**config.mk**
```make
export PLATFORM = sky130hd
export DESIGN_NAME = fifo_sync_param
export DESIGN_NICKNAME = d
export VERILOG_FILES = /design/src/rtl/fifo_rtl_pkg.sv /design/src/rtl/fifo_ram.sv /design/src/rtl/fifo_sync_param.sv
export SDC_FILE = /design/constraint.sdc
export NUM_CORES = 1
export LEC_CHECK = 0
export CAP_MARGIN = 5
export CORE_MARGIN = 2
export CORE_UTILIZATION = 59
export CTS_CLUSTER_SIZE = 14
export DETAILED_ROUTE_END_ITERATION = 10
export GPL_TIMING_DRIVEN = 1
export PLACE_DENSITY = 0.8
export SLEW_MARGIN = 20
export SYNTH_ARGS = -nofsm -noshare
export SYNTH_HDL_FRONTEND = slang
export SYNTH_SLANG_ARGS = --single-unit
export TNS_END_PERCENT = 100
```
**constraint.sdc**
```tcl
create_clock -name clk -period 2.8 [get_ports clk]
set_input_delay 0.56 -clock clk [delete_from_list [all_inputs] [get_ports clk]]
set_output_delay 0.56 -clock clk [all_outputs]
set_load 0.02 [all_outputs]
```
**src/rtl/fifo_rtl_pkg.sv**
```systemverilog
// Shared types and constants for the fifo_sync_param block and its bench.
// Build option FIFO_FWFT_EN (first-word fall-through) is consumed by fifo_ram and fifo_sync_param.
package fifo_rtl_pkg;

    localparam int unsigned DEFAULT_DATA_WIDTH = 8;
    localparam int unsigned DEFAULT_DEPTH      = 16;

    // Pointer/count width for a given depth: address bits plus one wrap bit.
    function automatic int unsigned ptr_bits(input int unsigned depth);
        return $clog2(depth) + 1;
    endfunction

    typedef logic [ptr_bits(DEFAULT_DEPTH)-1:0] ptr_t;
    typedef logic [ptr_bits(DEFAULT_DEPTH)-1:0] cnt_t;

    typedef enum logic [0:0] {
        ERR_OVERFLOW  = 1'b0,
        ERR_UNDERFLOW = 1'b1
    } err_e;

    localparam int unsigned NUM_ERR = 2;

endpackage

```
**src/rtl/fifo_ram.sv**
```systemverilog
// DEPTH x DATA_WIDTH simple dual-port storage: synchronous write, read port
// registered by default or combinational when FIFO_FWFT_EN is defined.
module fifo_ram
    import fifo_rtl_pkg::*;
#(
    parameter int unsigned  DATA_WIDTH = DEFAULT_DATA_WIDTH,
    parameter int unsigned  DEPTH      = DEFAULT_DEPTH,
    localparam int unsigned AW         = $clog2(DEPTH)
) (
    input  logic                  clk,
    input  logic                  wr_en,
    input  logic [AW-1:0]         wr_addr,
    input  logic [DATA_WIDTH-1:0] wr_data,
`ifndef FIFO_FWFT_EN
    input  logic                  rd_en,
`endif
    input  logic [AW-1:0]         rd_addr,
    output logic [DATA_WIDTH-1:0] rd_data
);

    logic [DATA_WIDTH-1:0] mem [DEPTH];

    always_ff @(posedge clk) begin
        if (wr_en) begin
            mem[wr_addr] <= wr_data;
        end
    end

`ifdef FIFO_FWFT_EN
    assign rd_data = mem[rd_addr];
`else
    always_ff @(posedge clk) begin
        if (rd_en) begin
            rd_data <= mem[rd_addr];
        end
    end
`endif

endmodule

```
**src/rtl/fifo_sync_param.sv**
```systemverilog
// Parametrised single-clock FIFO with thresholds, occupancy count and sticky error flags.
// Define FIFO_FWFT_EN for first-word fall-through reads; default is registered reads.
module fifo_sync_param
    import fifo_rtl_pkg::*;
#(
    parameter int unsigned  DATA_WIDTH = DEFAULT_DATA_WIDTH,
    parameter int unsigned  DEPTH      = DEFAULT_DEPTH,
    localparam int unsigned AW         = $clog2(DEPTH)
) (
    input  logic                  clk,
    input  logic                  rst_n,
    input  logic                  wr_en,
    input  logic [DATA_WIDTH-1:0] wr_data,
    input  logic                  rd_en,
    output logic [DATA_WIDTH-1:0] rd_data,
    output logic                  rd_valid,
    input  logic [AW:0]           af_thresh,
    input  logic [AW:0]           ae_thresh,
    input  logic                  clr_err,
    output logic                  full,
    output logic                  empty,
    output logic                  almost_full,
    output logic                  almost_empty,
    output logic [AW:0]           count,
    output logic                  overflow,
    output logic                  underflow
);

    localparam int unsigned PW         = ptr_bits(DEPTH);
    localparam logic [AW:0] FULL_COUNT = (AW + 1)'(DEPTH);
    localparam logic [PW-1:0] PTR_ONE  = PW'(1);

    logic [PW-1:0]         wr_ptr;
    logic [PW-1:0]         rd_ptr;
    logic [PW-1:0]         occupancy;
    logic [NUM_ERR-1:0]    err_q;
    logic [NUM_ERR-1:0]    err_d;
    logic                  wr_acc;
    logic                  rd_acc;
    logic                  ovf_evt;
    logic                  udf_evt;
    logic [DATA_WIDTH-1:0] ram_rd_data;

    assign full         = (count == FULL_COUNT);
    assign empty        = (count == '0);
    assign almost_full  = (count >= af_thresh);
    assign almost_empty = (count <= ae_thresh);
    assign overflow     = err_q[ERR_OVERFLOW];
    assign underflow    = err_q[ERR_UNDERFLOW];
    assign occupancy    = wr_ptr - rd_ptr;

    // Acceptance uses the registered flags, so at full only the read goes and at empty only the write.
    always_comb begin
        wr_acc  = wr_en && !full;
        rd_acc  = rd_en && !empty;
        ovf_evt = wr_en && full;
        udf_evt = rd_en && empty;
    end

    always_ff @(posedge clk) begin
        if (!rst_n) begin
            wr_ptr <= '0;
            rd_ptr <= '0;
            count  <= '0;
        end else begin
            if (wr_acc) begin
                wr_ptr <= wr_ptr + PTR_ONE;
            end
            if (rd_acc) begin
                rd_ptr <= rd_ptr + PTR_ONE;
            end
            if (wr_acc && !rd_acc) begin
                count <= count + (AW + 1)'(1);
            end else if (rd_acc && !wr_acc) begin
                count <= count - (AW + 1)'(1);
            end
        end
    end

    // A new error in the same cycle as clr_err keeps the flag set.
    always_comb begin
        err_d = clr_err ? '0 : err_q;
        if (ovf_evt) begin
            err_d[ERR_OVERFLOW] = 1'b1;
        end
        if (udf_evt) begin
            err_d[ERR_UNDERFLOW] = 1'b1;
        end
    end

    always_ff @(posedge clk) begin
        if (!rst_n) begin
            err_q <= '0;
        end else begin
            err_q <= err_d;
        end
    end

    always_ff @(posedge clk) begin
        if (rst_n) begin
            assert (occupancy == count);
        end
    end

    fifo_ram #(
        .DATA_WIDTH (DATA_WIDTH),
        .DEPTH      (DEPTH)
    ) u_ram (
        .clk     (clk),
        .wr_en   (wr_acc && rst_n),
        .wr_addr (wr_ptr[AW-1:0]),
        .wr_data (wr_data),
`ifndef FIFO_FWFT_EN
        .rd_en   (rd_acc),
`endif
        .rd_addr (rd_ptr[AW-1:0]),
        .rd_data (ram_rd_data)
    );

`ifdef FIFO_FWFT_EN
    assign rd_valid = !empty;
    assign rd_data  = empty ? '0 : ram_rd_data;
`else
    logic rd_valid_q;
    logic rd_seen;

    // The RAM read register has no reset; rd_seen masks it to zero until the first read after reset.
    always_ff @(posedge clk) begin
        if (!rst_n) begin
            rd_valid_q <= 1'b0;
            rd_seen    <= 1'b0;
        end else begin
            rd_valid_q <= rd_acc;
            if (rd_acc) begin
                rd_seen <= 1'b1;
            end
        end
    end

    assign rd_valid = rd_valid_q;
    assign rd_data  = rd_seen ? ram_rd_data : '0;
`endif

endmodule

```
==> results by stage <==
Worst setup path:
- The worst setup path is captured at an output pin.
- STA puts the critical path data required time at between 2000 and 2500 ps.
- The critical path in this run is classified as flip-flop to output pin.
- Counting cells, the worst reg-to-reg path comes to 10.
- The launching instance or port of the critical path is count[1]$_SDFFE_PN0P_.
- The signal arrival time at the worst endpoint is about 2100 ps.
- The startpoint identified for the worst register-to-register timing path is count[1]$_SDFFE_PN0P_.
- The startpoint type of the worst setup path is a flip-flop.
- The maximum fanout encountered on the critical timing path is 7.

STA:
- Setup repair after global routing left no endpoint under its margin.
- The highest achievable clock rate is about 0.37 GHz.
- The setup slack after layout is between 100 and 150 ps.
- The number of pins exceeding their max-slew limit in the final report is 0.
- The worst pin sits at a relative slew slack of a little over half.
- The minimum clock period is 2694 ps.
- The share of the clock period used by the worst path is 96.21%.
- The slew at the pin with the worst max-slew slack is approximately 700 ps.
- The final count of negative-setup-slack endpoints is 0.
- The count of final hold-check violations is 0.
- The largest clock skew in the final design is 8.413 ps.

Cells and area:
- The net count of the finished layout is 519.
- Cells with a size suffix above 1 make up 17.21% of the layout.
- The filler cells instantiated in the layout total just under 700.
- The multi-input combinational cells in the finished layout cover a total of 0.001839 mm^2.
- The area added between synthesis and finish is 19.15%.
- 0 antenna diodes ended up in the layout.
- The area occupied by registers is around 0.0044 mm^2.

Floorplanning:
- The floorplan step defined a die boundary enclosing approximately 0.012 mm^2.
- The die boundary width is about 110 um.
- The starting density of the core is 59.78%.
- The number of standard-cell rows in the floorplan is 38.
- The region available for standard cell placement spans between 0.01 and 0.015 mm^2.
- The vertical die dimension is 108.3 um.
- The number of top-level pins is 43.

Routing:
- The number of DRC markers after the initial detailed-route iteration is approximately 330.
- The DRC violation count after routing is 0.
- The post-route antenna net violation count is 0.
- The routed design has 13170 um of wire.
- Before antenna repair, the detailed router went through 6 iterations.
- Using the TritonRoute via totals, the vias-per-cell ratio works out to 5.866.
- In the final routed layout, each cell accounts on average for around 21 um.
- The via count is about 3700.

Logic synthesis:
- The synthesized design contains 153 register bits.
- After synthesis, the largest area contributor takes up around 64% of total cell area.
- The library cell with the highest instance count after synthesis is edfxtp_1.
- The synthesized design spends more area on one cell type than any other, namely edfxtp_1.
- By area the synthesized netlist is led by edfxtp_1, mux4_2, dfxtp_1, mux2i_1, ha_1.
- After Yosys synthesis, and, or, nand and nor cells account for about 6.3% of the synthesized area.
- Sorting the synthesized cells by how often they occur yields edfxtp_1, mux2i_1, and2_1.
- The average instance in the mapped netlist occupies roughly 16 um^2.
- The cell area after synthesis is roughly 0.0064 mm^2.
- Summing the areas of all xor and xnor instances in the mapped netlist gives between 1 and 1.5% of the synthesized area.
- The synthesized netlist net count is between 400 and 500.
- The number of instances in the synthesized netlist is between 400 and 500.
- The number of flops mapped to enable cells by yosys is around 140.
- By area, the combinational part of the netlist is dominated by multiplexers.
- Counting flops with an async set or reset pin after synthesis yields a share of 0%.
- Summing the areas of all compound-gate instances in the mapped netlist gives 5.882% of the synthesized area.
- Yosys printed 0 warnings.
- The adder and majority gate portion of the synthesized area is approximately 4.0%.
- Yosys mapped the design onto 31 distinct sky130hd cell types.
- For this run, the register share of the synthesized area comes to roughly 70%.
- The share of cell area taken by muxes after synthesis is 11.22%.
- Among all flip-flop cells after synthesis, the most frequent one is edfxtp_1.

Clocking:
- The tree is rooted in a clkbuf_8.
- The CTS H-tree depth is 4.
- The clock-pin transition on the worst setup and hold timing paths is about 60 ps.
- The clock drives 153 sinks.
- In this run, CTS created clock tree buffers numbering 17.
- The later pin in the worst-skew pair is clocked with a latency of approximately 530 ps.
- The maximum buffer depth of the clock tree is 2.
- The hold buffer count at cts is 0.
- TritonCTS built the clock tree.

Placement:
- At the placement stage, the worst setup path has a slack of -126.8 ps.
- Routability-driven placement finished with a final weighted congestion of roughly 0.76.
- The quantity of I/O buffers inserted on ports is between 40 and 50.
- The post-DP HPWL is around 8500 um.

Power:
- Summing internal, switching and leakage power gives roughly 6700 uW.
- The analysis attributes to cell leakage a power of ~0.0027 uW.
- The power per unit of standard cell area is ~870 mW/mm^2.
- The peak supply drop is between 0.0005 and 0.0006 V.

Global route:
- For this run the aggregate overflow at the end of global routing stands at 0.
- Entering global routing, the biggest net connects 52 pins.
- The overall global routing resource usage is around 24%.
- The via count of the first global-routing pass is roughly 3700.
- The first global-routing pass estimated ~20000 um of wire.
- The initial antenna violation count is 0.

Outcome:
- The flow ran to the end, and the final reports show no timing, DRC or antenna violations.

Min path:
- In this run the most critical hold path is launched from err_q[0]$_SDFFE_PN0P_.
- The worst hold path stage count is 2.
- The worst hold path belongs to the class flip-flop to flip-flop.

Run:
- Max-cap violations in this run came to 0.
-- metal layers --
layer / GRT usage, % / vias to the layer above / wire length (um)
met4: 6.868 / 0 / 200
met2: 40.39 / 159 / 6543
met1: 32.28 / 1810 / 5514
met5: 0 / - / 0
li1: - / 1691 / -
met3: 5.485 / 24 / 908
-- state kept, by name, summed over array words and instances (netlist names) --
signal	count
count	5
err_q	2
rd_ptr	4
rd_seen	1
rd_valid	1
u_ram.mem	128
u_ram.rd_data	8
wr_ptr	4
-- where the power goes --
group	switching (uW)	total (uW)	leakage, uW	internal (uW)
Clock	940	2040	0.000244	1100
Sequential	127	2780	0.00137	2650
Combinational	946	1840	0.00104	890
-- logic make-up after synthesis --
| kind of cell | Yosys count |
|---|---|
| buffers and inverters | 36 |
| DFF | 153 |
| xor gates and xnor gates | 9 |
| and+or+nand+nor | 78 |
| adders and majority gates | 20 |
| muxes | 51 |
| AOI/OAI and AO/OA | 60 |
-- worst max-delay path, stage by stage, from the launching register on --
cell and delay [ps]:
dfxtp_1 400, nor4_4 390, and2_1 200, clkdlybuf4s50_1 620
-- cell usage in the layout (no fill, tap or decap), types with 3 or more instances in the layout --
cell type	netlist	layout
a22oi_1	10	10
xnor2_1	6	6
edfxtp_1	136	136
xor2_1	3	3
nand2_1	20	20
nor2_1	20	20
clkdlybuf4s50_1	0	40
and2_1	22	22
o21ai_0	20	20
nor2b_1	6	6
inv_6	0	6
buf_4	6	23
mux2i_1	27	27
a221oi_1	8	8
ha_1	19	19
mux2_2	8	8
nand3_1	3	3
inv_1	20	20
dfxtp_1	17	16
clkbuf_16	0	16
a21oi_1	15	15
mux4_2	16	16
clkinvlp_4	0	5
-- through the flow --
stage | cells | area (um^2) | hold slack (ps) | util [%] | TNS, ps
floorplan | 407 | 6424 | 525.8 | - | 0
global placement | 597 | 7128 | 521.6 | 66.34 | -98.46
detailed placement | 597 | 7128 | 532.0 | 66.34 | -235.6
CTS | 628 | 7654 | 551.2 | 71.23 | 0
global route | 628 | 7654 | 592.1 | 71.23 | 0
finish | 628 | 7654 | 541.9 | 71.23 | 0
-- area by class of cell --
type	count	share of cell area, %
flip-flops and latches	153	57.82
well taps	140	2.289
clock buffers	17	5.411
inverters	20	0.9809
repair buffers	66	7.978
multi-input cells	218	24.03
clock inverters	14	1.488
-- worst paths after layout --
path              slack, ps                    end
setup / recovery        110                  empty
hold / removal          540  err_q[0]$_SDFFE_PN0P_
setup reg to reg        350  count[4]$_SDFFE_PN0P_
hold reg to reg         540  err_q[0]$_SDFFE_PN0P_
-- timing repair --
action | CTS | global route
gates resized for setup | 2 | 0
setup buffers | 0 | 0
endpoints found under the setup margin | 2 | 0
Note: power is estimated with default switching activity, not from simulation.
